==> config.mk <==
export PLATFORM = sky130hd
export DESIGN_NAME = priority_scan_encoder
export DESIGN_NICKNAME = d
export VERILOG_FILES = /design/src/rtl/priority_scan_encoder.sv
export SDC_FILE = /design/constraint.sdc
export NUM_CORES = 1
export LEC_CHECK = 0
export CAP_MARGIN = 20
export CORE_AREA = 2 2 46 48
export CTS_CLUSTER_DIAMETER = 100
export DETAILED_ROUTE_END_ITERATION = 8
export DIE_AREA = 0 0 48 50
export PLACE_DENSITY = 0.78
export SLEW_MARGIN = 20
export SYNTH_ARGS = -nofsm -noshare
export SYNTH_HDL_FRONTEND = slang
export SYNTH_SLANG_ARGS = --single-unit
==> constraint.sdc <==
create_clock -name clk -period 3 [get_ports clk]
set_input_delay 0.3 -clock clk [delete_from_list [all_inputs] [get_ports clk]]
set_output_delay 0.3 -clock clk [all_outputs]
set_load 0.005 [all_outputs]
==> src/rtl/priority_scan_encoder.sv <==
// Accepts a request vector, then emits the index of each set bit one beat at a time,
// in priority order, with a registered valid/ready output stream.
module priority_scan_encoder #(
  parameter int WIDTH     = 8,
  parameter bit MSB_FIRST = 1'b1
) (
  input  logic                     clk,
  input  logic                     rst_n,
  input  logic                     in_valid,
  output logic                     in_ready,
  input  logic [WIDTH-1:0]         datain,
  input  logic                     flush,
  output logic                     out_valid,
  input  logic                     out_ready,
  output logic [$clog2(WIDTH)-1:0] dataout,
  output logic                     out_last,
  output logic                     out_zero
);
  localparam int IDXW = $clog2(WIDTH);

  typedef enum logic {IDLE, SCAN} state_t;

  state_t           state;
  logic [WIDTH-1:0] pending;
  logic [WIDTH-1:0] src;
  logic [WIDTH-1:0] rem;
  logic [IDXW-1:0]  sel;

  // Last match in the loop wins, so loop direction sets the priority.
  function automatic logic [IDXW-1:0] pick(input logic [WIDTH-1:0] v);
    logic [IDXW-1:0] r;
    r = '0;
    if (MSB_FIRST) begin
      for (int i = 0; i < WIDTH; i++) if (v[i]) r = IDXW'(i);
    end else begin
      for (int i = WIDTH-1; i >= 0; i--) if (v[i]) r = IDXW'(i);
    end
    return r;
  endfunction

  // The same encoder serves the first beat (from datain) and later beats (from pending).
  always_comb begin
    src = (state == IDLE) ? datain : pending;
    sel = pick(src);
    rem = src & ~({{(WIDTH-1){1'b0}}, 1'b1} << sel);
  end

  assign in_ready = (state == IDLE);

  always_ff @(posedge clk or negedge rst_n) begin
    if (!rst_n) begin
      state     <= IDLE;
      pending   <= '0;
      out_valid <= 1'b0;
      dataout   <= '0;
      out_last  <= 1'b0;
      out_zero  <= 1'b0;
    end else begin
      case (state)
        IDLE: begin
          if (in_valid && !flush) begin
            state     <= SCAN;
            out_valid <= 1'b1;
            dataout   <= sel;
            pending   <= rem;
            out_last  <= (rem == '0);
            out_zero  <= (datain == '0);
          end
        end
        SCAN: begin
          if (flush || (out_ready && out_last)) begin
            state     <= IDLE;
            pending   <= '0;
            out_valid <= 1'b0;
            dataout   <= '0;
            out_last  <= 1'b0;
            out_zero  <= 1'b0;
          end else if (out_ready) begin
            dataout  <= sel;
            pending  <= rem;
            out_last <= (rem == '0);
          end
        end
        default: state <= IDLE;
      endcase
    end
  end
endmodule

==> results of run 1 <==
==> cells in the mapped netlist <==
library cell	count
a211oi_2	1
a21o_1	1
a21oi_1	5
a21oi_2	1
a221oi_2	1
a22o_1	2
a22o_2	1
a2bb2oi_1	1
a2bb2oi_2	1
a31oi_1	2
a32o_1	2
and2_1	1
and2b_1	1
buf_2	3
buf_6	1
dfrtp_1	15
inv_1	2
inv_2	1
maj3_1	1
mux2_2	3
mux2i_1	1
nand2_1	14
nand2b_1	4
nand2b_4	1
nand3_1	2
nand3b_1	1
nand3b_4	1
nand4_1	2
nor2_1	5
nor2b_1	5
nor3_1	1
o21ai_0	13
o21ai_1	1
o221a_2	1
o22ai_1	2
o31ai_2	1
o41ai_1	1
or2_1	1
or2_2	1
or3_4	1
==> where the power goes <==
part	internal (W)	switching, W	total, W
Sequential	0.000226	0.0000249	0.000251
Clock	0.0000498	0.0000749	0.000125
Combinational	0.0000886	0.0000786	0.000167
==> placed cells by master, fill, tap and decap left out, types with 2 or more instances in the layout <==
master,instances
nor2_1,5
clkdlybuf4s50_1,19
buf_4,2
clkbuf_4,3
nand4_1,2
nand2_1,14
nor2b_1,5
nand3_1,2
mux2_2,3
a31oi_1,2
nand2b_1,4
o21ai_0,13
dfrtp_1,15
a22o_1,2
a21oi_1,5
o22ai_1,2
a32o_1,2
inv_1,2
==> metal layers <==
metal,vias to the layer above,part of all wire,track usage
li1,427,-,-
met1,433,0.45,0.293
met4,0,0.023,0.122
met5,-,0,0
met3,7,0.052,0.0403
met2,30,0.47,0.340
==> critical path, delay by kind of cell, from the launching register on <==
| family | cells | cell delay (ns) |
|---|---|---|
| and+or+nand+nor | 1 | 0.18 |
| DFF | 1 | 0.83 |
| AOI/OAI and AO/OA | 3 | 0.75 |
| muxes | 1 | 0.43 |
==> through the flow <==
stage / setup slack, ns / hold WS [ns]
finish: 0.704 / 0.398
global route: 0.561 / 0.463
global placement: 0.834 / 0.456
detailed placement: 0.738 / 0.462
CTS: 0.722 / 0.427
floorplan: 1.29 / 0.00441
==> worst paths after layout <==
check | end | slack, ns | cells past startpoint
max | pending[2] | 0.70 | 5
min | pending[6] | 0.40 | 1
max reg2reg | pending[2] | 0.70 | 5
min reg2reg | dataout[1] | 0.49 | 2
max in group asynchronous | pending[4] | 2.18 | 1
min in group clk | dataout[1] | 0.49 | 2
==> sequential cells by signal, indices dropped and copies added (netlist names) <==
register and count:
pending 8, dataout 3, out_last 1, out_valid 1, out_zero 1, state 1
==> layout make-up <==
class	count	share of cell area
Sequential cell	15	0.311
Timing Repair Buffer	21	0.170
Multi-Input combinational cell	83	0.460
Inverter	3	0.00932
Tap cell	27	0.0280
Clock buffer	3	0.0186
Clock inverter	1	0.00414
==> cell families (layout without fill, tap and decap cells) <==
logic type / after synthesis / after routing
adders and majority gates: 1 / 1
and+or+nand+nor: 41 / 41
DFF: 15 / 15
muxes: 4 / 4
buffers and inverters: 7 / 28
AOI/OAI and AO/OA: 37 / 37
==> metrics.md, run 1 <==
| Metric | Value |
|---|---|
| Fmax | 436 MHz |
| Leakage | 0.494 nW |
| First-pass GRT wire length | around 3800 um |
| Skew-Pair Late Insertion Delay | about 0.30 ns |
| Gr ovfl total | 0 |
| Final TNS setup | 0 ns |
| Clk pin slew, worst setup/hold paths | 0.10 ns |
| Tmin final | ~2.3 ns |
| Post-DP Area | 1180 um^2 |
| Total GRT Usage | 0.225 |
| CP Launch Type | flop |
| Xor/xnor cell area share of the yosys netlist | 0 |
| Post-synthesis adder-cell area fraction | 0.0103 |
| RSZ-0062 raised after global routing | no |
| Layout cells sized above 1 | 0.167 |
| Relative slew slack | 0.506 |
| Delay of the slowest critical-path stage | 0.83 ns |
| Final Hold Vio Count | 0 |
| Total Wirelength | ~2400 um |
| Post-placement cell count | between 100 and 150 |
| Number of H-tree levels | 1 |
| DP HPWL | 1720 um |
| Required @ worst endpoint | around 3.2 ns |
| RR Startpoint | state |
| FF+latch count, synth | 15 |
| Mux contribution to synthesized area | 0.0452 |
| # diodes | 0 |
| Initial antenna violation count | 0 |
| Critical Path Sink Type | flop |
| Via count | between 800 and 900 |
| Synth Area in Simple Gates | 0.242 |
| Max clock buf depth | 2 |
| Compound-Gate Fraction of Synth Area | 0.276 |
| Drt via density | 5.86 |
| Vias in the first global route | about 860 |
| Layout net count | between 100 and 150 |
| Post-Syn Instances | between 100 and 150 |
| Power Total | approximately 0.00054 W |
| Final worst-path cycle share | 0.765 |
| Die height | 50 um |
| Maximum fanout along the worst path | 24 |
| Tightest Pin Transition | between 0.7 and 0.8 ns |
| Ports | 20 |
| Post-route cell area | 1210 um^2 |
| Fillers | 161 |
| Crit path kind | flop to flop |
| Setup crit start | state |
| Rows | 16 |
| Sequential share of the synthesized area | 0.388 |
| Min-delay worst type | input pin to async pin |
| Maximum VDD drop | 276 uV |
| Post-cts hold buffer count | 0 |
| Final Util | 0.636 |
| GP Congestion | between 0.8 and 0.9 |
| TritonCTS Buffers | 3 |
| Yosys warns | 0 |
| PostCTS Resize Cnt | 0 |
| CTS tree | built |
| Largest area contributor in the netlist | dfrtp_1 |
| TritonCTS Sinks | 15 |
| Synth cell types | 40 |
| Post-Syn Nets | between 100 and 150 |
| Starting Density | 0.509 |
| Final setup fails | 0 |
| Main combinational cell family by area after synthesis | compound AO/OA/AOI/OAI gates |
| Multi-input logic area | approximately 560 um^2 |
| Slowest-stage cell, CP | dfrtp_1 |
| Post-synth top area share | 0.388 |
| Post CTS Setup Buffer Count | 0 |
| Clock root buffer | clkbuf_4 |
| DRC viols | 0 |
| Largest net degree at the start of global routing | 25 |
| Top area cells in the synthesized netlist | dfrtp_1, o21ai_0, nand2_1 |
| Fin. max-slew vios | 0 |
| Initial DRT Pass Iterations | 5 |
| Synth Cell Area | approximately 970 um^2 |
| Post-route insts no fill | 153 |
| Antenna viol nets, final | 0 |
| Worst-path cell chain | mux2_2 -> nand3b_4 -> a221oi_2 -> a31oi_1 -> a22o_1 |
| I/O Buffers | 19 |
| Worst Clk Skew | between 0.001 and 0.0015 ns |
| Max_cap viols | 0 |
| Mean routed wirelength per cell | around 15 um |
| CORE AREA | ~1900 um^2 |
| Die width | ~48 um |
| Seq. cell area | ~380 um^2 |
| Status | finished, final reports clean |
| Worst EP arrival | between 2 and 2.5 ns |
| DRT iter0 DRCs | 21 |
| PwrDens | roughly 450 nW/um^2 |
| Syn-to-layout area delta | 24.8% |
| Die area | about 2400 um^2 |
| Avg Cell Area, Syn | around 9 um^2 |
Power figures use the tool's default switching activity.
==> run 2: changes to the inputs <==
Settings changed: CORE_AREA 2 2 46 48 to 2 2 48 50, DIE_AREA 0 0 48 50 to 0 0 50 52, PLACE_DENSITY 0.78 to 0.72.
Clock period 3 ns to 2.35 ns, I/O delays scaled along.
==> metrics.md, run 2 (same netlist as run 1, synthesis figures left out) <==
| Metric | Value |
|---|---|
| Antenna viol nets, final | 0 (unchanged) |
| TritonCTS Buffers | 3 (unchanged) |
| Post-placement cell count | 151 (+1.3%) |
| R2r worst-path depth | 7 (+2) |
| Initial antenna violation count | 0 (unchanged) |
| Maximum fanout along the worst path | 14 (-42%) |
| Worst-path cell chain | buf_4 -> nor2_1 -> o21ai_0 -> nand3b_4 -> a221oi_2 -> a31oi_1 -> a22o_1 |
| CORE AREA | 2110 um^2 (+11%) |
| GP Congestion | 0.906 (+7.4%) |
| Post-route insts no fill | 155 (+1.3%) |
| Die height | 52 um (+4.0%) |
| # diodes | 0 (unchanged) |
| Total GRT Usage | 0.204 (-0.0215) |
| Min-delay worst type | input pin to async pin |
| Delay of the slowest critical-path stage | 0.59 ns (-0.24 ns) |
| Clk pin slew, worst setup/hold paths | 0.09 ns (about the same) |
| Most flops, register | pending |
| CTS tree | built |
| Final Hold Vio Count | 0 (unchanged) |
| PostCTS Resize Cnt | 0 (unchanged) |
| Relative slew slack | 0.351 (-0.154) |
| Starting Density | 0.460 (-0.0493) |
| Leakage | 0.497 nW (+0.58%) |
| Maximum VDD drop | 421 uV (+52%) |
| Reg2reg end | pending[2] |
| Required @ worst endpoint | 2.52 ns (-0.68 ns) |
| Gr ovfl total | 0 (unchanged) |
| Crit path kind | flop to flop |
| RR Startpoint | state |
| Sw Share | 0.309 (-0.0200) |
| Via count | 894 (-0.33%) |
| Comb power frac | 0.322 (+0.014) |
| Max reg flops | 8 (unchanged) |
| Fmax | 472 MHz (+8.3%) |
| I/O Buffers | 19 (unchanged) |
| DRT iter0 DRCs | 24 (+14%) |
| Seq pwr share | 0.463 (about the same) |
| DRC viols | 0 (unchanged) |
| Clock share of power | 0.215 (-0.015) |
| Worst EP arrival | 2.29 ns (-0.20 ns) |
| Drt via density | 5.77 (-1.6%) |
| Final worst-path cycle share | 0.902 (+0.137) |
| Vias in the first global route | 883 (+3.2%) |
| R2R Setup Slk | 0.23 ns (-0.47 ns) |
| Largest net degree at the start of global routing | 16 (-36%) |
| Post-cts hold buffer count | 0 (unchanged) |
| Fillers | 190 (+18%) |
| Number of H-tree levels | 1 (unchanged) |
| Most frequent cells in the layout | clkdlybuf4s50_1, dfrtp_1, nand2_1 |
| PwrDens | 557 nW/um^2 (+24%) |
| Mean routed wirelength per cell | 14.6 um (-4.9%) |
| Die width | 50 um (+4.2%) |
| DP HPWL | 1700 um (-1.0%) |
| Tightest Pin Transition | 0.973 ns (+0.232 ns) |
| Fin. max-slew vios | 0 (unchanged) |
| Net switching power | 0.000209 W (+17%) |
| Multi-input logic area | 556 um^2 (unchanged) |
| Final setup fails | 0 (unchanged) |
| Status | finished, final reports clean |
| CP Launch Type | flop |
| Initial DRT Pass Iterations | 4 (-1) |
| Seq. cell area | 375 um^2 (unchanged) |
| Max clock buf depth | 2 (unchanged) |
| Final TNS setup | 0 ns (unchanged) |
| Layout cells sized above 1 | 0.165 (-0.00131) |
| TritonCTS Sinks | 15 (unchanged) |
| RSZ-0062 raised after global routing | no |
| Max_cap viols | 0 (unchanged) |
| Post CTS Setup Buffer Count | 0 (unchanged) |
| Hold Worst Slack | 0.363 ns (-0.0349 ns) |
| Clock root buffer | clkbuf_4 |
| Syn-to-layout area delta | 25.6% |
| P_int | 0.000468 W (+29%) |
| Layout net count | 141 (+0.71%) |
| Biggest regs | pending (8), dataout (3) |
| Total Wirelength | 2270 um (-3.7%) |
| Ports | 20 (unchanged) |
| Critical Path Sink Type | flop |
| First-pass GRT wire length | 4060 um (+5.9%) |
| Worst Clk Skew | 0.00418 ns (+0.00313 ns) |
| Slowest-stage cell, CP | dfrtp_1 |
| Skew-Pair Late Insertion Delay | 0.28 ns (-0.02 ns) |
| Die area | 2600 um^2 (+8.3%) |
| Most common cell after layout, fill and taps aside | clkdlybuf4s50_1 |
| Tmin final | 2.12 ns (-0.177 ns) |
| Rows | 17 (+1) |
run 2: changes by cell type in the layout (fill, tap and decap cells not counted):
cell      previous run  this run
buf_4                2         3
clkbuf_1             0         1
clkinv_2             1         0
run 2: critical path: cells and delay by family (launching register included):
kind	cells	cell delay, ns
AO/OA/AOI/OAI	4	0.92
flip-flops	1	0.59
AND/OR/NAND/NOR	2	0.21
buffers and inverters	1	0.27
run 2: metal layers:
metal | routed length (um) | GRT usage | up-vias
met1 | 994 | 0.264 | 421
met5 | 0 | 0 | -
li1 | - | - | 432
met3 | 115 | 0.0517 | 8
met4 | 44 | 0.0556 | 0
met2 | 1110 | 0.336 | 33
run 2: worst max-delay path by stage:
stage	startpoint	depth (start not counted)	endpoint	slack (ns)
after floorplan	state	6	pending[2]	0.64
after global placement	datain[1]	7	pending[2]	0.17
after detailed placement	datain[1]	7	pending[2]	0.23
after CTS	state	7	pending[2]	0.25
after global routing	state	5	pending[4]	0.09
final	state	7	pending[2]	0.23
run 2: power groups by stage:
stage | clock [W] | combinational (W) | sequential, W
6_report | 0.000146 | 0.000218 | 0.000314
5_1_grt | 0.000159 | 0.000242 | 0.000318
4_1_cts | 0.000151 | 0.000218 | 0.000314
3_5_place_dp | 0 | 0.000216 | 0.000319
3_3_place_gp | 0 | 0.000216 | 0.000317
2_1_floorplan | 0 | 0.000134 | 0.000312
run 2: metrics by stage:
step	total power, W	setup slack, ns	utilization	cell area (um^2)
floorplan	0.000445	0.644	-	968
global placement	0.000533	0.175	0.565	1190
detailed placement	0.000535	0.230	0.565	1190
CTS	0.000683	0.249	0.578	1220
global route	0.000718	0.0918	0.578	1220
finish	0.000678	0.230	0.578	1220
run 2: final cells by class:
class                   count  area share
multi-input cells          83       0.457
repair buffers             22       0.175
flip-flops and latches     15       0.309
clock buffers               4      0.0216
well taps                  28      0.0288
inverters                   3     0.00926
